--- config.mk ---
export PLATFORM = sky130hd
export DESIGN_NAME = bullet_pool_ctrl
export DESIGN_NICKNAME = d
export VERILOG_FILES = /design/src/rtl/bullet_pkg.sv /design/src/rtl/rr_free_picker.sv /design/src/rtl/bullet_pool_ctrl.sv
export SDC_FILE = /design/constraint.sdc
export NUM_CORES = 1
export LEC_CHECK = 0
export BUFFER_PORTS_ARGS = -buffer_cell sky130_fd_sc_hd__buf_2
export CAP_MARGIN = 20
export CORE_UTILIZATION = 65
export CTS_BUF_LIST = sky130_fd_sc_hd__clkbuf_4
export DETAILED_ROUTE_END_ITERATION = 8
export PLACE_DENSITY = 0.95
export SETUP_SLACK_MARGIN = 0.4
export SYNTH_ARGS = -nofsm -noshare
export SYNTH_HDL_FRONTEND = slang
export SYNTH_HIERARCHICAL = 1
export SYNTH_SLANG_ARGS = --single-unit
--- constraint.sdc ---
create_clock -name frame_clk -period 4.2 [get_ports frame_clk]
set_input_delay 0.63 -clock frame_clk [delete_from_list [all_inputs] [get_ports frame_clk]]
set_output_delay 0.63 -clock frame_clk [all_outputs]
set_load 0.02 [all_outputs]
--- src/rtl/bullet_pkg.sv ---
// Shared types for the bullet pool controller: facing, per-slot lifecycle, controller states.
// No logic; types and widths only.
// No flow control; pure declarations.
package bullet_pkg;

    typedef enum logic [1:0] {
        LEFT  = 2'b00,
        RIGHT = 2'b01,
        DOWN  = 2'b10,
        UP    = 2'b11
    } dir_t;

    typedef enum logic [1:0] {
        FREE      = 2'd0,
        LAUNCHING = 2'd1,
        FLYING    = 2'd2
    } slot_state_t;

    typedef enum logic [1:0] {
        IDLE     = 2'd0,
        FIRE     = 2'd1,
        COOLDOWN = 2'd2
    } ctrl_state_t;

    localparam int TMO_W = 4;
    localparam int CD_W  = 8;

endpackage

--- src/rtl/rr_free_picker.sv ---
// Round-robin picker: first set bit of free_mask at or after ptr, wrapping.
// Combinational, zero latency.
// No backpressure; grant_vld low when the mask is empty.
module rr_free_picker #(
    parameter int N     = 4,
    parameter int PTR_W = 2
) (
    input  logic [N-1:0]     free_mask,
    input  logic [PTR_W-1:0] ptr,
    output logic [N-1:0]     grant,
    output logic             grant_vld
);

    // Upper pass covers [ptr, N-1], lower pass wraps to [0, ptr-1].
    always_comb begin
        grant     = '0;
        grant_vld = 1'b0;
        for (int i = 0; i < N; i++) begin
            if (!grant_vld && (i >= int'(ptr)) && free_mask[i]) begin
                grant[i]  = 1'b1;
                grant_vld = 1'b1;
            end
        end
        for (int i = 0; i < N; i++) begin
            if (!grant_vld && (i < int'(ptr)) && free_mask[i]) begin
                grant[i]  = 1'b1;
                grant_vld = 1'b1;
            end
        end
    end

endmodule

--- src/rtl/bullet_pool_ctrl.sv ---
// Bullet pool scheduler: fire -> one-frame round-robin shoot pulse, refire cooldown, slot lifecycle.
// Latency: shoot/fire_ack registered one edge after the request; slots_free combinational.
// Backpressure: requests during FIRE/COOLDOWN are ignored; no FREE slot gives fire_dropped. Option: BULLET_AUTOFIRE_EN.
module bullet_pool_ctrl
    import bullet_pkg::*;
#(
    parameter int NUM_SLOTS       = 4,
    parameter int COOLDOWN_FRAMES = 8,
    parameter int LAUNCH_TIMEOUT  = 4,
    localparam int FREE_W         = $clog2(NUM_SLOTS + 1),
    localparam int PTR_W          = $clog2(NUM_SLOTS)
) (
    input  logic                 frame_clk,
    input  logic                 Reset,
    input  logic                 fire,
    input  logic [1:0]           Direction,
    input  logic [NUM_SLOTS-1:0] slot_carry,
    output logic [NUM_SLOTS-1:0] shoot,
    output logic [1:0]           shot_dir,
    output logic [FREE_W-1:0]    slots_free,
    output logic                 fire_ack,
    output logic                 fire_dropped
);

    ctrl_state_t            ctrl_q, ctrl_d;
    logic [CD_W-1:0]        cd_q, cd_d;
    logic [PTR_W-1:0]       ptr_q, ptr_d;
    logic [NUM_SLOTS-1:0]   shoot_q, shoot_d;
    logic                   ack_q, ack_d;
    logic                   drop_q, drop_d;
    dir_t                   dir_q, dir_d;
    slot_state_t            slot_q [NUM_SLOTS];
    slot_state_t            slot_d [NUM_SLOTS];
    logic [TMO_W-1:0]       tmo_q  [NUM_SLOTS];
    logic [TMO_W-1:0]       tmo_d  [NUM_SLOTS];

    logic                   fire_req;
    logic                   drop_allow;
    logic [NUM_SLOTS-1:0]   free_mask;
    logic [NUM_SLOTS-1:0]   grant;
    logic                   grant_vld;

`ifdef BULLET_AUTOFIRE_EN
    // Level-triggered; a held fire on an empty pool reports the drop once per IDLE visit.
    logic drop_seen;

    assign fire_req   = fire;
    assign drop_allow = ~drop_seen;

    always_ff @(posedge frame_clk or posedge Reset) begin
        if (Reset) begin
            drop_seen <= 1'b0;
        end else if (ctrl_q != IDLE) begin
            drop_seen <= 1'b0;
        end else if (drop_d) begin
            drop_seen <= 1'b1;
        end
    end
`else
    logic fire_prev;

    assign fire_req   = fire & ~fire_prev;
    assign drop_allow = 1'b1;

    always_ff @(posedge frame_clk or posedge Reset) begin
        if (Reset) begin
            fire_prev <= 1'b0;
        end else begin
            fire_prev <= fire;
        end
    end
`endif

    always_comb begin
        free_mask  = '0;
        slots_free = '0;
        for (int i = 0; i < NUM_SLOTS; i++) begin
            free_mask[i] = (slot_q[i] == FREE);
            if (slot_q[i] == FREE) begin
                slots_free = slots_free + 1'b1;
            end
        end
    end

    rr_free_picker #(
        .N     (NUM_SLOTS),
        .PTR_W (PTR_W)
    ) u_picker (
        .free_mask (free_mask),
        .ptr       (ptr_q),
        .grant     (grant),
        .grant_vld (grant_vld)
    );

    always_comb begin
        ctrl_d  = ctrl_q;
        cd_d    = cd_q;
        ptr_d   = ptr_q;
        shoot_d = '0;
        ack_d   = 1'b0;
        drop_d  = 1'b0;
        dir_d   = dir_q;
        case (ctrl_q)
            IDLE: begin
                if (fire_req) begin
                    if (grant_vld) begin
                        shoot_d = grant;
                        ack_d   = 1'b1;
                        dir_d   = dir_t'(Direction);
                        ctrl_d  = FIRE;
                        for (int i = 0; i < NUM_SLOTS; i++) begin
                            if (grant[i]) begin
                                ptr_d = (i == NUM_SLOTS - 1) ? '0 : PTR_W'(i + 1);
                            end
                        end
                    end else begin
                        drop_d = drop_allow;
                    end
                end
            end
            FIRE: begin
                cd_d   = CD_W'(COOLDOWN_FRAMES);
                ctrl_d = COOLDOWN;
            end
            COOLDOWN: begin
                if (cd_q <= CD_W'(1)) begin
                    cd_d   = '0;
                    ctrl_d = IDLE;
                end else begin
                    cd_d = cd_q - 1'b1;
                end
            end
            default: ctrl_d = IDLE;
        endcase
    end

    // A slot granted this edge starts launching; carry drop confirms flight, carry return frees it.
    always_comb begin
        for (int i = 0; i < NUM_SLOTS; i++) begin
            slot_d[i] = slot_q[i];
            tmo_d[i]  = tmo_q[i];
            case (slot_q[i])
                FREE: begin
                    if (shoot_d[i]) begin
                        slot_d[i] = LAUNCHING;
                        tmo_d[i]  = '0;
                    end
                end
                LAUNCHING: begin
                    if (!slot_carry[i]) begin
                        slot_d[i] = FLYING;
                    end else if (tmo_q[i] == TMO_W'(LAUNCH_TIMEOUT - 1)) begin
                        slot_d[i] = FREE;
                    end else begin
                        tmo_d[i] = tmo_q[i] + 1'b1;
                    end
                end
                FLYING: begin
                    if (slot_carry[i]) begin
                        slot_d[i] = FREE;
                    end
                end
                default: slot_d[i] = FREE;
            endcase
        end
    end

    always_ff @(posedge frame_clk or posedge Reset) begin
        if (Reset) begin
            ctrl_q  <= IDLE;
            cd_q    <= '0;
            ptr_q   <= '0;
            shoot_q <= '0;
            ack_q   <= 1'b0;
            drop_q  <= 1'b0;
            dir_q   <= LEFT;
            for (int i = 0; i < NUM_SLOTS; i++) begin
                slot_q[i] <= FREE;
                tmo_q[i]  <= '0;
            end
        end else begin
            ctrl_q  <= ctrl_d;
            cd_q    <= cd_d;
            ptr_q   <= ptr_d;
            shoot_q <= shoot_d;
            ack_q   <= ack_d;
            drop_q  <= drop_d;
            dir_q   <= dir_d;
            for (int i = 0; i < NUM_SLOTS; i++) begin
                slot_q[i] <= slot_d[i];
                tmo_q[i]  <= tmo_d[i];
            end
        end
    end

    assign shoot        = shoot_q;
    assign fire_ack     = ack_q;
    assign fire_dropped = drop_q;
    assign shot_dir     = dir_q;

endmodule

Word level (Yosys, flattened, before mapping). Cells that the tools add are included.

Add/sub/neg operators: 8. Multiply operators: 0. Div/mod/pow operators: 0. Magnitude comparators: 7. Equal/unequal tests: 37. Shift operators: 0. Multiplexer cells: 72. Bitwise logic cells: 2. Reduce and logical (&&, ||, !) cells: 40.

Operator list (number): $mux 4 (15); $mux 2 (23); $ne 2x2->1 const B (19); $pmux 4 s2 (4); $pmux 2 s3 (5); $mux 1 (20); $reduce_and 4->1 (5); $reduce_and 3->1 (6); $add 4x1->4 const B (4); $eq 4x2->1 const B (4); $pmux 8 s2 (1); $logic_and 1x1->1 (12); $ne 3x3->1 const B (4); $eq 2x1->1 const B (5); $eq 2x2->1 const B (5); $logic_not 2->1 (5); $reduce_bool 2->1 (5); $add 3x1->3 const B (3); $mux 3 (3); $le 8x1->1 const B (1); $mux 8 (1); $sub 8x1->8 const B (1); $logic_not 1->1 (6); $ge 1x2->1 const A (2); 6 further kinds (7).

Bits in registers: 45. Bits in latches: 0. Bits in writable memories: 0. Bits in read-only memories: 0. Output and inout port bits: 11. Word-level logic and storage cells: 182. Memories kept: 0.

Logic depth before layout (Yosys ltp). Gate-level depths: netlist (run 1).

Word-level depth: 31. Gate-level depth with buffers: 11. Mapped depth without buffers: 9.

Hierarchy. The synthesis (run 1) kept the hierarchy.

By module, submodules not included: bullet_pool_ctrl (instances 1, cells each 228, area each 2332.2 um^2, sequential area each 1126.1 um^2); rr_free_picker (instances 1, cells each 18, area each 113.9 um^2, sequential area each 0.0 um^2).

Worst setup path before layout (run 1). No wires, ideal clock.

Path type: register -> output. Start: register slot_q[7] (netlist name). End: output slots_free[2]. Arrival: 1974 ps. Slack: 1596 ps. Stages on the path, launching flop included: 8. Buffers on the path: 1. Path through: dfrtp_1 > clkbuf_1 > or2_2 > ha_1 > xor2_1 > ha_1 > nand2_1 > xor2_1.

Longest elaborated chain between the ends: 8.

Ends and longest elaborated chain: start, declared (RTL line bullet_pool_ctrl.sv:32) `slot_state_t slot_q [NUM_SLOTS];`; start signal, assigned by index (RTL line bullet_pool_ctrl.sv:190) `slot_q[i] <= slot_d[i];`; $logic_not 2->1 * (RTL line bullet_pool_ctrl.sv:79) `if (slot_q[i] == FREE) begin`; $mux 1 * (RTL line bullet_pool_ctrl.sv:79); $add 3x1->3 (RTL line bullet_pool_ctrl.sv:80) `slots_free = slots_free + 1'b1;`; $mux 3 * (RTL line bullet_pool_ctrl.sv:79); $add 3x1->3 (RTL line bullet_pool_ctrl.sv:80); $mux 3 * (RTL line bullet_pool_ctrl.sv:79); $add 3x1->3 (RTL line bullet_pool_ctrl.sv:80); $mux 3 * (RTL line bullet_pool_ctrl.sv:79); end, declared (RTL line bullet_pool_ctrl.sv:20) `output logic [FREE_W-1:0] slots_free,`.

Every way passes the cells marked *; elsewhere a longest branch is shown, timed or not.

Worst setup path after layout (run 1).
Start: register slot_q[5] (netlist name). End: output slots_free[1].

Longest elaborated chain between the ends: 6.

Ends and longest elaborated chain: $logic_not 2->1 *; named net free_mask[1] (RTL line bullet_pool_ctrl.sv:39) `logic [NUM_SLOTS-1:0] free_mask;`; $mux 3 * (RTL line bullet_pool_ctrl.sv:79); $add 3x1->3 (RTL line bullet_pool_ctrl.sv:80); $mux 3 * (RTL line bullet_pool_ctrl.sv:79); $add 3x1->3 (RTL line bullet_pool_ctrl.sv:80); $mux 3 * (RTL line bullet_pool_ctrl.sv:79).

Mark *: on every way through the listed nets, which the timed path passes. The rest lies on a longest branch.

==> results of run 1 <==
==> Yosys cell counts (4+ instances only) <==
cell type / n
sky130_fd_sc_hd__mux2_2: 9
sky130_fd_sc_hd__a21oi_1: 16
sky130_fd_sc_hd__inv_1: 13
sky130_fd_sc_hd__nand3_1: 4
sky130_fd_sc_hd__xnor2_1: 7
sky130_fd_sc_hd__o21ai_0: 12
sky130_fd_sc_hd__or3b_2: 5
sky130_fd_sc_hd__nand2_1: 25
sky130_fd_sc_hd__dfrtp_1: 45
sky130_fd_sc_hd__ha_1: 12
sky130_fd_sc_hd__nand4_1: 4
sky130_fd_sc_hd__clkbuf_1: 8
sky130_fd_sc_hd__a22o_1: 6
sky130_fd_sc_hd__nor3_1: 5
sky130_fd_sc_hd__nor2_1: 23
==> final cells by class <==
cell class | count | area, µm² | area share [%]
clock buffers | 5 | 37.5 | 1.40
clock inverters | 3 | 68.8 | 2.57
inverters | 14 | 52.6 | 1.96
multi-input cells | 179 | 1240 | 46.1
flip-flops and latches | 45 | 1130 | 42.0
well taps | 46 | 57.6 | 2.15
repair buffers | 20 | 103 | 3.82
==> per-layer routing <==
metal / up-vias / global-route usage (%) / share of wire (%) / routed length [µm]
met3: 6 / 4.89 / 4.5 / 211
li1: 914 / - / - / -
met5: - / 0 / 0 / 0
met2: 54 / 44.9 / 50 / 2340
met1: 893 / 33.5 / 45 / 2090
met4: 0 / 7.67 / 1.1 / 51
==> state kept, by name, summed over array words and instances (netlist names) <==
name and count:
shot_dir 2, ptr_q 2, ctrl_q 2, slot_q 8
cd_q 8, fire_dropped 1, tmo_q 16, fire_prev 1
shoot 4, fire_ack 1
==> cell usage in the layout (no fill, tap or decap), types with 4 or more instances in the layout <==
cell,n
sky130_fd_sc_hd__ha_1,12
sky130_fd_sc_hd__nor3_1,5
sky130_fd_sc_hd__a21oi_1,16
sky130_fd_sc_hd__nand2_1,25
sky130_fd_sc_hd__nor2_1,23
sky130_fd_sc_hd__a22o_1,6
sky130_fd_sc_hd__mux2_2,9
sky130_fd_sc_hd__o21ai_0,12
sky130_fd_sc_hd__nand4_1,4
sky130_fd_sc_hd__dfrtp_1,45
sky130_fd_sc_hd__buf_2,19
sky130_fd_sc_hd__clkbuf_4,5
sky130_fd_sc_hd__inv_1,12
sky130_fd_sc_hd__or3b_2,5
sky130_fd_sc_hd__nand3_1,4
sky130_fd_sc_hd__xnor2_1,7
==> worst reg2reg max path: cells and delay by family, from the launching register on <==
family	cells	cell delay, ns
flops	1	0.48
simple gates	5	1.57
compound gates	2	0.39
buf+inv	1	0.11
==> stage by stage <==
| step | std cells | util (%) |
|---|---|---|
| CTS | 312 | 77.3 |
| detailed placement | 304 | 74.3 |
| finish | 312 | 77.3 |
| global placement | 304 | 74.3 |
| floorplan | 246 | - |
| global route | 312 | 77.3 |
==> power by group through the flow <==
stage | Clock [µW] | Sequential [µW] | Combinational (µW)
global placement | 0 | 684 | 937
global route | 352 | 711 | 1100
floorplan | 0 | 663 | 770
detailed placement | 0 | 697 | 969
finish | 333 | 694 | 984
CTS | 336 | 690 | 985
==> path summary, 6_finish.rpt <==
path / start / to / slack [ns]
max in group asynchronous: Reset / tmo_q[11]$_DFFE_PP0P_ / 3.43
worst max register to register: slot_q[3]$_DFFE_PP0P_ / tmo_q[13]$_DFFE_PP0P_ / 1.55
worst max-delay path: slot_q[5]$_DFFE_PP0P_ / slots_free[1] / 1.04
worst min-delay path: Reset / fire_dropped$_DFF_PP0_ / 0.37
min in group frame_clk: fire / fire_prev$_DFF_PP0_ / 0.40
worst min register to register: fire_prev$_DFF_PP0_ / fire_dropped$_DFF_PP0_ / 0.46
==> cells by family (layout without fill, tap and decap cells) <==
| group | Yosys count | count (layout) |
|---|---|---|
| adder cells (fa/ha/maj) | 12 | 12 |
| flip-flops | 45 | 45 |
| multiplexers | 12 | 12 |
| AO/OA/AOI/OAI | 55 | 55 |
| AND/OR/NAND/NOR | 90 | 90 |
| buffers and inverters | 22 | 42 |
| XOR/XNOR | 10 | 10 |
==> results.md, run 1 <==
- The flow ran to the end, and the final reports show no timing, DRC or antenna violations.
- The mapped netlist covers about 0.0024 mm².
- After detailed routing, the number of remaining DRC violations is 0.
- The worst setup margin is ~1.0 ns.
- The mean instance size in the synthesized netlist is about 9.9 µm².
- The netlist uses between 40 and 50 different library cells.
- Across the routed clock network, the largest skew measured is 0.0127 ns.
- The setup TNS after final layout is 0 ns.
- In this run switching power makes up a little over two fifths of total power.
- After clock tree synthesis, the setup repair step added 0 buffers.
- VDD sags by at most 485 µV.
- STA puts the critical path data required time at between 3 and 4 ns.
- The number of buffers and inverters on the critical path is 2.
- The vias per cell is about 6.
- The dominant synthesized flop cell is sky130_fd_sc_hd__dfrtp_1.
- The transition time at the pin with the least slew margin is roughly 0.74 ns.
- Synthesis inferred 45 register bits.
- The net count of the finished layout is 286.
- The main combinational cell family by area after synthesis is simple AND/OR/NAND/NOR gates.
- Across the run, the number of max-cap violations was 0.
- For this design, the CTS-stage hold fixing added 0 buffers.
- Synthesis produced ~250 cells.
- The worst hold margin is between 0.3 and 0.4 ns.
- The number of antenna diodes is 0.
- The maximum number of pins on one net before global-route repair is 46.
- Setup repair after global routing left no endpoint under its margin.
- Sequential cells account for between 30% and 40% of the total power.
- After Yosys synthesis, full adders, half adders and majority gates account for 6.14% of the synthesized area.
- The number of clock buffers added by TritonCTS is 5.
- The floorplan has 21 rows.
- The total of fill cells in the finished design is between 200 and 250.
- Cells with a size suffix above 1 make up ~20% of the layout.
- The synthesis-to-layout area growth is 9.67%.
- During placement, the flow inserted port buffers numbering 19.
- Counting flops with a built-in enable in the synthesized netlist gives 0.
- The starting density of the core is between 70% and 80%.
- The synthesized netlist devotes approximately 16% of its cell area to compound gates.
- The cell family contributing the most delay on the critical path is flip-flops.
- The global placement routability congestion is 0.807.
- The DRC violation total after the first TritonRoute iteration is between 100 and 150.
- In this run the number of cells on the critical path is 8.
- After synthesis, the share of flip-flops with an asynchronous set or reset is 100%.
- The arrival time at the worst endpoint is around 2.5 ns.
- The total global routing track utilization is around a quarter.
- After synthesis, the cell types taking the most area are sky130_fd_sc_hd__dfrtp_1 46%, sky130_fd_sc_hd__ha_1 6.1%, sky130_fd_sc_hd__mux2_2 4.1%.
- The classification of the worst-slack hold path is primary input to asynchronous set/reset pin.
- After routing the design area is between 0.002 and 0.003 mm².
- The area share of the largest cell type after synthesis is 46.0%.
- Internal power comes to 1160 µW.
- In this run the cell area measured after placement is approximately 0.0026 mm².
- The number of warnings reported in the yosys synthesis log is 6.
- The power density of the placed cells is around 750 mW/mm².
- The share of power burned in the clock network is about 17%.
- Counting every sink on the clock net gives 45.
- The number of global-route vias before repair is around 1,800.
- In this run, the combinational gates consume approximately half of the power.
- In the finished design, the share of the clock period the worst path needs comes to roughly three quarters.
- The endpoint type of the worst setup path is an output pin.
- In the synthesized netlist, mux cells make up between 5 and 6% of the area.
- The biggest cell delay along the critical path is 0.47 ns.
- The library cell with the largest summed area after synthesis is sky130_fd_sc_hd__dfrtp_1.
- The final number of hold-violating endpoints came to 0.
- By startpoint and endpoint, the worst setup path is classified as flip-flop to output pin.
- The CTS tree is yes.
- The full die area is 0.00401 mm².
- Setup violations remaining at the end of the flow were counted as 0.
- The HPWL after detailed placement is 3170 µm.
- Wires add up to roughly 4700 µm.
- The sort of element at the start of the critical path is a flip-flop.
- The buffer levels on the longest clock path is 2.
- The total count of max-transition violations in the final report was 0.
- The first global-routing pass estimated about 8100 µm of wire.
- The signal on the critical path passes through or2_2 > inv_1 > ha_1 > nor2_1 > a21oi_1 > ha_1 > mux2_2 > buf_2.
- The total overflow reported by the global router is 0.
- The share of the Yosys chip area taken by registers is between 40% and 50%.
- The switching power summed over all nets is between 800 and 900 µW.
- The first detailed-routing pass took 4 iterations.
- Measured along the x axis, the die boundary spans between 60 and 70 µm.
- The overall via count from detail_route is about 1,900.
- The routed design could run at a clock period as short as 3.16 ns.
- 20 I/O pins were placed.
- The synthesized netlist net count is ~270.
- The highest achievable clock rate is around 320 MHz.
- Gates resized during post-CTS repair numbered 0.
- The synthesized netlist devotes between 10% and 20% of its cell area to simple gates.
- For this design, the slowest cell found on the critical path is sky130_fd_sc_hd__dfrtp_1.
- The worst setup slack after placement is about 1.5 ns.
- The clock transition at the register clock pins on the worst setup and hold paths after CTS is ~0.14 ns.
- Of all nets on the critical path, the largest fanout is 7.
- The relative slew slack is between 50 and 60%.
- Once detail routing completed, the nets flagged for antenna violations numbered 0.
- The initial antenna violation count is 0.
- The leakage power figure is ~0.0013 µW.
- The total design power is between 2000 and 2500 µW.
- The routed length per placed instance is ~15 µm.
- The die is around 63 µm tall.
- The cell that appears most often on the critical path is sky130_fd_sc_hd__ha_1.
- The worst-skew pair later-pin latency is 0.36 ns.
- The total number of H-tree levels is 2.
- The core area is roughly 0.0035 mm².
- The CTS root buffer is sky130_fd_sc_hd__clkbuf_4.
- The xor-xnor portion of the synthesized cell area is between 3 and 4%.
- The length in cells of the worst reg-to-reg path is 8.
No activity file was read; power rests on OpenSTA's default activity.
==> inputs of run 2 (changes only) <==
- ABC_AREA: unset -> 1
- CORE_UTILIZATION: 65 -> 56
- PLACE_DENSITY: 0.95 -> 0.88
- clock period: 4.2 -> 2.8 ns (I/O delays scaled with it)
==> run 2 against run 1 <==
- setup slack got worse by 0.66 ns
- via count is 16% higher
- hold slack worse by 0.19 ns
- power grew 79%
==> results.md, run 2 <==
- Outcome: completed (unchanged).
- The post-detailed-route DRC marker count is 0 (unchanged).
- The detailed-router iteration count before antenna repair was 4 (unchanged).
- The DRC violation total after the first TritonRoute iteration is 152 (was 140).
- The final critical delay including setup and external delays is between 2 and 2.5 ns.
- The wire length of the first global-routing pass is 8540 µm (was 8140 µm).
- The sort of element at the start of the critical path is a flip-flop (unchanged).
- The mean instance size in the synthesized netlist is 7.82 µm² (was 9.94 µm²).
- The synthesis-to-layout area growth came to 13.1% (was 9.67%).
- Setup repair after global routing missed its margin: true (was false).
- The maximum vdd drop is 706 µV (was 485 µV).
- The arrival time at the worst endpoint came to 2.00 ns (was 2.53 ns).
- The classification of the worst-slack hold path is primary input to asynchronous set/reset pin (unchanged).
- The worst-skew pair later-pin latency is 0.36 ns (about the same).
- The leakage power figure is 0.00159 µW (was 0.00128 µW).
- The most common cell after layout, fill and taps aside was sky130_fd_sc_hd__nand2_1 (was sky130_fd_sc_hd__dfrtp_1).
- The startpoint of the lowest-slack register-to-register path is slot_q[2]$_DFFE_PP0P_ (was slot_q[3]$_DFFE_PP0P_).
- The number of failing setup endpoints in the final timing report was 0 (unchanged).
- The post-synthesis cell area came to 0.00259 mm² (was 0.00245 mm²).
- The total design power came to 3610 µW (was 2010 µW).
- The endpoint of the worst-slack reg-to-reg timing path was ptr_q[0]$_DFFE_PP0P_ (was tmo_q[13]$_DFFE_PP0P_).
- The initial antenna violation count came to 0 (unchanged).
- The number of warnings reported in the yosys synthesis log is 6 (unchanged).
- The share of layout cells above drive strength 1 came to 18.5% (was 19.5%).
- The die outline height is 70.0 µm (was 63.3 µm).
- The dominant synthesized flop cell was sky130_fd_sc_hd__dfrtp_1 (unchanged).
- The starting density of the core is 59.0% (was 70.5%).
- The length in cells of the worst reg-to-reg path is 12 (was 8).
- The portion of the post-synthesis area used by sequential elements is 43.5% (was 46.0%).
- Commonest cells after routing, fill and taps aside: 94 x sky130_fd_sc_hd__nand2_1, 45 x sky130_fd_sc_hd__dfrtp_1, 42 x sky130_fd_sc_hd__inv_1, 41 x sky130_fd_sc_hd__nor2_1, 31 x sky130_fd_sc_hd__nand3_1 (was 45 x sky130_fd_sc_hd__dfrtp_1, 25 x sky130_fd_sc_hd__nand2_1, 23 x sky130_fd_sc_hd__nor2_1, 19 x sky130_fd_sc_hd__buf_2, 16 x sky130_fd_sc_hd__a21oi_1).
- The total global routing track utilization came to 21.7% (was 26.2%).
- The total number of H-tree levels is 2 (unchanged).
- The filler-free cell count of the finished design was 419 (was 312).
- Cell types occupying the most area after synthesis: sky130_fd_sc_hd__dfrtp_1 44%, sky130_fd_sc_hd__nand2_1 14%, sky130_fd_sc_hd__inv_1 6.5% (was sky130_fd_sc_hd__dfrtp_1 46%, sky130_fd_sc_hd__ha_1 6.1%, sky130_fd_sc_hd__mux2_2 4.1%).
- The synthesized netlist net count was 352 (was 267).
- The overall via count from detail_route is 2,171 (was 1,867).
- The number of port buffers came to 19 (unchanged).
- The endpoint type of the worst setup path was an output pin (unchanged).
- Dividing the final minimum period by the clock period gives between 80 and 90%.
- The total overflow reported by the global router is 0 (unchanged).
- The vias per cell is 5.18 (was 5.98).
- The clock transition at the register clock pins on the worst setup and hold paths after CTS is 0.13 ns (was 0.14 ns).
- The maximum number of pins on one net before global-route repair is 46 (unchanged).
- The routed length per placed instance was 11.6 µm (was 15.1 µm).
- The register ranked first by flip-flop count is tmo_q (unchanged).
- The area share of the largest cell type after synthesis is 43.5% (was 46.0%).
- The full die area is 0.00490 mm² (was 0.00401 mm²).
- The fraction of synthesis flops using an asynchronous set or reset pin was 100% (unchanged).
- The post-layout net count is 388 (was 286).
- The number of max-cap violations came to 0 (unchanged).
- The CTS root buffer was sky130_fd_sc_hd__clkbuf_4 (unchanged).
- The count of nets left with antenna violations after detail routing was 0 (unchanged).
- The CTS tree is yes (unchanged).
- The clock sink total came to 45 (unchanged).
- The most repeated cell in the gate-level netlist after synthesis is sky130_fd_sc_hd__nand2_1 (was sky130_fd_sc_hd__dfrtp_1).
- The worst hold margin is 0.179 ns (was 0.372 ns).
- The type of the worst setup path was flip-flop to output pin (unchanged).
- The total CTS buffers was 5 (unchanged).
- The half-perimeter wire length after placement was 3440 µm (was 3170 µm).
- The highest achievable clock rate is 413 MHz.
- The source of the critical timing path was slot_q[6]$_DFFE_PP0P_ (was slot_q[5]$_DFFE_PP0P_).
- The site row count came to 24 (was 21).
- The final number of hold-violating endpoints is 0 (unchanged).
- The slack of the worst reg-to-reg path is 0.78 ns (was 1.55 ns).
- The total instance count after detailed placement came to 403 (was 304).
- The required time reported for the critical path endpoint is 2.38 ns (was 3.57 ns).
- Largest regs: tmo_q (16), cd_q (8), slot_q (8) (unchanged).
- The count of different cell masters after synthesis is 27 (was 45).
- The setup TNS after final layout came to 0 ns (unchanged).
- The buffer levels on the longest clock path was 2 (unchanged).
- The post-route clock skew came to 0.0125 ns (was 0.0127 ns).
- The power density of the placed cells is 1230 mW/mm² (was 750 mW/mm²).
- The transition time at the pin with the least slew margin is 0.560 ns (was 0.744 ns).
- The final wirelength was 4860 µm (was 4700 µm).
- The core area is 0.00438 mm² (was 0.00347 mm²).
- The relative slew slack is 62.7% (was 50.2%).
- The horizontal die dimension is 70.0 µm (was 63.3 µm).
- The number of global-route vias before repair is 2,020 (was 1,826).
- The global placement routability congestion is 0.865 (was 0.807).
- The number of storage elements in the synthesis netlist was 45 (unchanged).
- The top-level I/O count was 20 (unchanged).
- The number of flip-flops in the largest register is 16 (unchanged).
- The library cell with the largest summed area after synthesis is sky130_fd_sc_hd__dfrtp_1 (unchanged).
- The number of standard cells after synthesis is 331 (was 246).
- The number of synthesized flops with an enable pin is 0 (unchanged).
- The maximum net fanout on the critical path was 3 (was 7).
- Cell types with the highest counts after synthesis: 95 x sky130_fd_sc_hd__nand2_1, 45 x sky130_fd_sc_hd__dfrtp_1, 45 x sky130_fd_sc_hd__inv_1, 42 x sky130_fd_sc_hd__nor2_1, 31 x sky130_fd_sc_hd__nand3_1 (was 45 x sky130_fd_sc_hd__dfrtp_1, 25 x sky130_fd_sc_hd__nand2_1, 23 x sky130_fd_sc_hd__nor2_1, 16 x sky130_fd_sc_hd__a21oi_1, 13 x sky130_fd_sc_hd__inv_1).
- The total count of max-transition violations in the final report is 0 (unchanged).
- The number of antenna diodes is 0 (unchanged).
==> run 2: worst max path at each step <==
| stage | end |
|---|---|
| finish | slots_free[2] |
| global route | slots_free[2] |
| detailed placement | slots_free[2] |
| CTS | slots_free[2] |
| floorplan | slots_free[2] |
| global placement | slots_free[2] |
==> run 2: per-stage QoR <==
stage / utilization (%) / worst slack, ns / area, µm²
after floorplan: - / 0.439 / 2590
after global placement: 62.9 / 0.505 / 2760
after detailed placement: 62.9 / 0.423 / 2760
after CTS: 66.2 / 0.359 / 2900
final: 66.8 / 0.377 / 2930
after global routing: 66.8 / 0.251 / 2930
==> run 2: cell type report <==
cell class,count,area (µm²)
Tap cell,52,65.1
Inverter,46,175
Fill cell,342,1460
Clock inverter,1,3.75
Sequential cell,45,1130
Timing Repair Buffer,30,189
Clock buffer,6,45.0
Multi-Input combinational cell,239,1320
==> run 2: critical path: stages, from the launching register on <==
cell and delay [ns]:
sky130_fd_sc_hd__dfrtp_1 0.39, sky130_fd_sc_hd__nor2_1 0.11, sky130_fd_sc_hd__buf_4 0.14, sky130_fd_sc_hd__inv_4 0.04, sky130_fd_sc_hd__ha_4 0.27, sky130_fd_sc_hd__xnor2_2 0.12, sky130_fd_sc_hd__inv_2 0.06, sky130_fd_sc_hd__ha_4 0.15
sky130_fd_sc_hd__nand2_2 0.06, sky130_fd_sc_hd__xor2_1 0.15, sky130_fd_sc_hd__buf_4 0.16
==> run 2: what timing repair did <==
| action | 4_1_cts | 5_1_grt |
|---|---|---|
| setup buffers | 6 | 3 |
| gates resized for setup | 13 | 1 |
| pin swaps | 7 | 0 |
| setup endpoints to repair | 3 | 3 |
| hold buffers | 0 | 0 |
==> run 2: logic make-up (layout without fill, tap and decap cells) <==
logic type / count (synthesis) / in the layout / synth area share (%)
compound gates: 17 / 17 / 3.68
flops: 45 / 45 / 43.5
simple gates: 198 / 198 / 35.8
xor+xnor: 12 / 12 / 4.35
buf+inv: 47 / 83 / 6.87
fa+ha+maj: 12 / 12 / 5.80
==> run 2: where the power goes <==
group	internal, µW	switching (µW)	leakage [µW]
sequential	823	168	0.000604
clock	101	191	0.0000292
combinational	943	1380	0.000955
total	1870	1740	0.00159
==> run 2: routing by layer <==
layer / GRT usage (%) / vias to the layer above / share of wire, % / wire length, µm
met2: 37.7 / 44 / 52 / 2510
met3: 3.61 / 11 / 3.2 / 155
met1: 26.8 / 1004 / 44 / 2120
met5: 0 / - / 0 / 0
li1: - / 1112 / - / -
met4: 8.67 / 0 / 1.5 / 71
==> inputs of run 3 (changes only) <==
--- a/config.mk
+++ b/config.mk
@@ -12,5 +12,5 @@
 export CTS_BUF_LIST = sky130_fd_sc_hd__clkbuf_4
 export DETAILED_ROUTE_END_ITERATION = 8
-export PLACE_DENSITY = 0.88
+export PLACE_DENSITY = 0.81
 export SETUP_SLACK_MARGIN = 0.4
 export SYNTH_ARGS = -nofsm -noshare
==> constraint.sdc (replaced) <==
create_clock -name frame_clk -period 2.8 [get_ports frame_clk]
set_input_delay 0.7 -clock frame_clk [delete_from_list [all_inputs] [get_ports frame_clk]]
set_output_delay 0.7 -clock frame_clk [all_outputs]
set_load 0.02 [all_outputs]
==> run 3 against run 2 <==
- the flow now finishes with violations (negative setup slack)
- non-clock buffer count is 16 higher
- register-to-register slack worse by 0.71 ns
- cell count up 4.1%
- critical path type unchanged
- power grew 23%
- largest cell class unchanged
- clock skew is 0.0013 ns higher
- cell area rose by 8.2%
- sequential power hardly changed
- setup slack worse by 0.40 ns
- hold slack better by 0.27 ns
- critical path depth down 1
- via count grew 13%
- highest routed layer unchanged
==> results.md, run 3 (same netlist as run 2, synthesis figures left out) <==
- The checks that failed: negative setup slack.
- The vias per cell came to 5.62 (was 5.18).
- The top-level I/O count is 20 (unchanged).
- The transition time at the pin with the least slew margin was 0.565 ns (was 0.560 ns).
- The slack of the worst reg-to-reg path is 0.07 ns (was 0.78 ns).
- The total count of max-transition violations in the final report is 0 (unchanged).
- Largest regs: tmo_q (16), cd_q (8), slot_q (8) (unchanged).
- Setup repair after global routing missed its margin: true (unchanged).
- The source of the critical timing path is slot_q[7]$_DFFE_PP0P_ (was slot_q[6]$_DFFE_PP0P_).
- The full die area is 0.00490 mm² (unchanged).
- The depth of the critical timing path with buffers and inverters included was 9 (was 10).
- The switching part of the total power is 49.1% (was 48.3%).
- The detailed-router iteration count before antenna repair is 6 (was 4).
- The final wirelength came to 6410 µm (was 4860 µm).
- The total design power is 4450 µW (was 3610 µW).
- The switching power summed over all nets came to 2190 µW (was 1740 µW).
- The DRC violation total after the first TritonRoute iteration is 267 (was 152).
- The horizontal die dimension is 70.0 µm (unchanged).
- The number of flip-flops in the largest register came to 16 (unchanged).
- The post-route clock skew is 0.0138 ns (was 0.0125 ns).
- The wire length of the first global-routing pass came to 10,200 µm (was 8540 µm).
- The arrival time at the worst endpoint came to 2.13 ns (was 2.00 ns).
- The classification of the worst-slack hold path is primary input to asynchronous set/reset pin (unchanged).
- The type of the worst setup path is flip-flop to output pin (unchanged).
- The share of power burned in the clock network was 7.6% (was 8.1%).
- The power density of the placed cells is 1410 mW/mm² (was 1230 mW/mm²).
- The die outline height is 70.0 µm (unchanged).
- The clock sink total is 45 (unchanged).
- The half-perimeter wire length after placement is 3460 µm (was 3440 µm).
- The number of antenna diodes is 0 (unchanged).
- The synthesis-to-layout area growth came to 22.4% (was 13.1%).
- The overall via count from detail_route is 2,449 (was 2,171).
- List of cells traversed by the critical path: nor2_4 > inv_2 > ha_4 > xnor2_4 > inv_2 > ha_4 > nand2_4 > xor2_2 > buf_6 (was nor2_1 > buf_4 > inv_4 > ha_4 > xnor2_2 > inv_2 > ha_4 > nand2_2 > xor2_1 > buf_4).
- The starting density of the core is 59.0% (unchanged).
- The worst setup slack after placement was 0.262 ns (was 0.423 ns).
- The final critical delay including setup and external delays was 2.83 ns (was 2.42 ns).
- The length in cells of the worst reg-to-reg path is 19 (was 12).
- The endpoint type of the worst setup path is an output pin (unchanged).
- Outcome: complete, but fails checks (was completed).
- The biggest cell delay along the critical path is 0.44 ns (was 0.39 ns).
- The required time reported for the critical path endpoint is 2.10 ns (was 2.38 ns).
- The number of max-cap violations is 0 (unchanged).
- The worst setup margin came to -0.0256 ns (was 0.377 ns).
- The sort of element at the start of the critical path is a flip-flop (unchanged).
- The buffer levels on the longest clock path came to 2 (unchanged).
- The core area is 0.00438 mm² (unchanged).
- The total CTS buffers is 5 (unchanged).
- The initial antenna violation count was 0 (unchanged).
- The clock transition at the register clock pins on the worst setup and hold paths after CTS came to 0.15 ns (was 0.13 ns).
- The CTS root buffer is sky130_fd_sc_hd__clkbuf_4 (unchanged).
- The most common cell after layout, fill and taps aside is sky130_fd_sc_hd__nand2_1 (unchanged).
- The startpoint of the lowest-slack register-to-register path is slot_q[7]$_DFFE_PP0P_ (was slot_q[2]$_DFFE_PP0P_).
- The critical path's slowest cell is sky130_fd_sc_hd__dfrtp_1 (unchanged).
- The number of port buffers is 19 (unchanged).
- The total overflow reported by the global router was 0 (unchanged).
- The final worst-path cycle share is 101% (was 86.5%).
- The total global routing track utilization was 26.1% (was 21.7%).
- The sum of buffers and inverters on the critical path is 3 (was 4).
- The post-layout net count is 404 (was 388).
- The total number of H-tree levels was 2 (unchanged).
- The relative slew slack came to 62.3% (was 62.7%).
- The count of nets left with antenna violations after detail routing is 0 (unchanged).
- The CTS tree is yes (unchanged).
- The number of global-route vias before repair came to 2,337 (was 2,020).
- The part of the power in combinational logic is 69.8% (was 64.4%).
- Commonest cells after routing, fill and taps aside: 87 x sky130_fd_sc_hd__nand2_1, 45 x sky130_fd_sc_hd__dfrtp_1, 40 x sky130_fd_sc_hd__inv_1, 40 x sky130_fd_sc_hd__nor2_1, 31 x sky130_fd_sc_hd__nand3_1 (was 94 x sky130_fd_sc_hd__nand2_1, 45 x sky130_fd_sc_hd__dfrtp_1, 42 x sky130_fd_sc_hd__inv_1, 41 x sky130_fd_sc_hd__nor2_1, 31 x sky130_fd_sc_hd__nand3_1).
- The highest achievable clock rate is 354 MHz (was 413 MHz).
- The share of layout cells above drive strength 1 is 25.5% (was 18.5%).
- The number of failing setup endpoints in the final timing report was 1 (was 0).
- The cell internal power dissipation is 2260 µW (was 1870 µW).
- The maximum vdd drop is 841 µV (was 706 µV).
- The share of total power in sequential cells is 22.6% (was 27.5%).
- The final number of hold-violating endpoints came to 0 (unchanged).
- The register ranked first by flip-flop count is tmo_q (unchanged).
- The maximum net fanout on the critical path was 2 (was 3).
- The worst-skew pair later-pin latency was 0.37 ns (was 0.36 ns).
- The global placement routability congestion was 0.840 (was 0.865).
- The cell class contributing the biggest share of worst-path delay is flip-flops (was adder cells).
- The last element of the critical path was slots_free[2] (unchanged).
- The routed length per placed instance is 14.7 µm (was 11.6 µm).
- The leakage power figure was 0.00169 µW (was 0.00159 µW).
- The post-detailed-route DRC marker count is 0 (unchanged).
- The site row count is 24 (unchanged).
- The number of buffers inserted by hold repair at cts is 0 (unchanged).
- The maximum number of pins on one net before global-route repair is 46 (unchanged).
- The endpoint of the worst-slack reg-to-reg timing path is tmo_q[14]$_DFFE_PP0P_ (was ptr_q[0]$_DFFE_PP0P_).
run 3: cell types whose count changed in the layout (fill, tap and decap cells not counted), sizes merged:
cell      change
inv           +2
clkinv        -1
buf          +16
clkbuf        -1
clkinvlp      +1
run 3: final cells by class:
type / count / area (µm²)
clock buffer: 5 / 37.5
timing repair buffer: 46 / 337
multi-input combinational: 239 / 1400
inverter: 46 / 173
tap: 52 / 65.1
sequential: 45 / 1130
fill: 307 / 1220
clock inverter: 3 / 25.0
run 3: worst min path at each step:
stage	startpoint	end	slack (ns)
6_report	Reset	ctrl_q[0]$_DFFE_PP0P_	0.44
5_1_grt	fire	fire_prev$_DFF_PP0_	0.46
4_1_cts	Reset	cd_q[0]$_DFFE_PP0P_	0.45
3_5_place_dp	shot_dir[0]$_DFFE_PP0P_	shot_dir[0]$_DFFE_PP0P_	0.46
3_3_place_gp	shot_dir[1]$_DFFE_PP0P_	shot_dir[1]$_DFFE_PP0P_	0.46
2_1_floorplan	cd_q[1]$_DFFE_PP0P_	cd_q[1]$_DFFE_PP0P_	0.45
run 3: what timing repair did:
action | in CTS | in global routing
setup buffers | 24 | 2
setup endpoints to repair | 3 | 8
pin swaps | 8 | 8
gates resized for setup | 17 | 14
run 3: worst min-delay path: cells and delay by family:
family | cells | cell delay (ns)
buffers and inverters | 3 | 0.60
run 3: metrics by stage:
| stage | instance area [µm²] | std cells | hold WS, ns | util, % | TNS [ns] |
|---|---|---|---|---|---|
| global route | 3170 | 436 | 0.460 | 72.2 | -0.117 |
| floorplan | 2620 | 331 | 0.449 | - | 0 |
| finish | 3170 | 436 | 0.445 | 72.2 | -0.0256 |
| CTS | 3100 | 434 | 0.453 | 70.7 | 0 |
| detailed placement | 2780 | 402 | 0.464 | 63.4 | 0 |
| global placement | 2780 | 402 | 0.460 | 63.4 | 0 |
run 3: power groups by stage:
stage,Sequential (µW),Clock (µW),Combinational [µW]
after global routing,1030,372,3330
after global placement,994,0,1910
after floorplan,1010,0,1540
final,1010,338,3110
after detailed placement,1000,0,1980
after CTS,993,343,2660
run 3: per-layer routing:
layer | vias up | part of all wire [%] | GRT usage (%)
met1 | 1144 | 40 | 31.6
met2 | 121 | 48 | 43.3
met5 | - | 0 | 0
met3 | 40 | 6.9 | 5.77
met4 | 0 | 5.4 | 14.2
li1 | 1144 | - | -
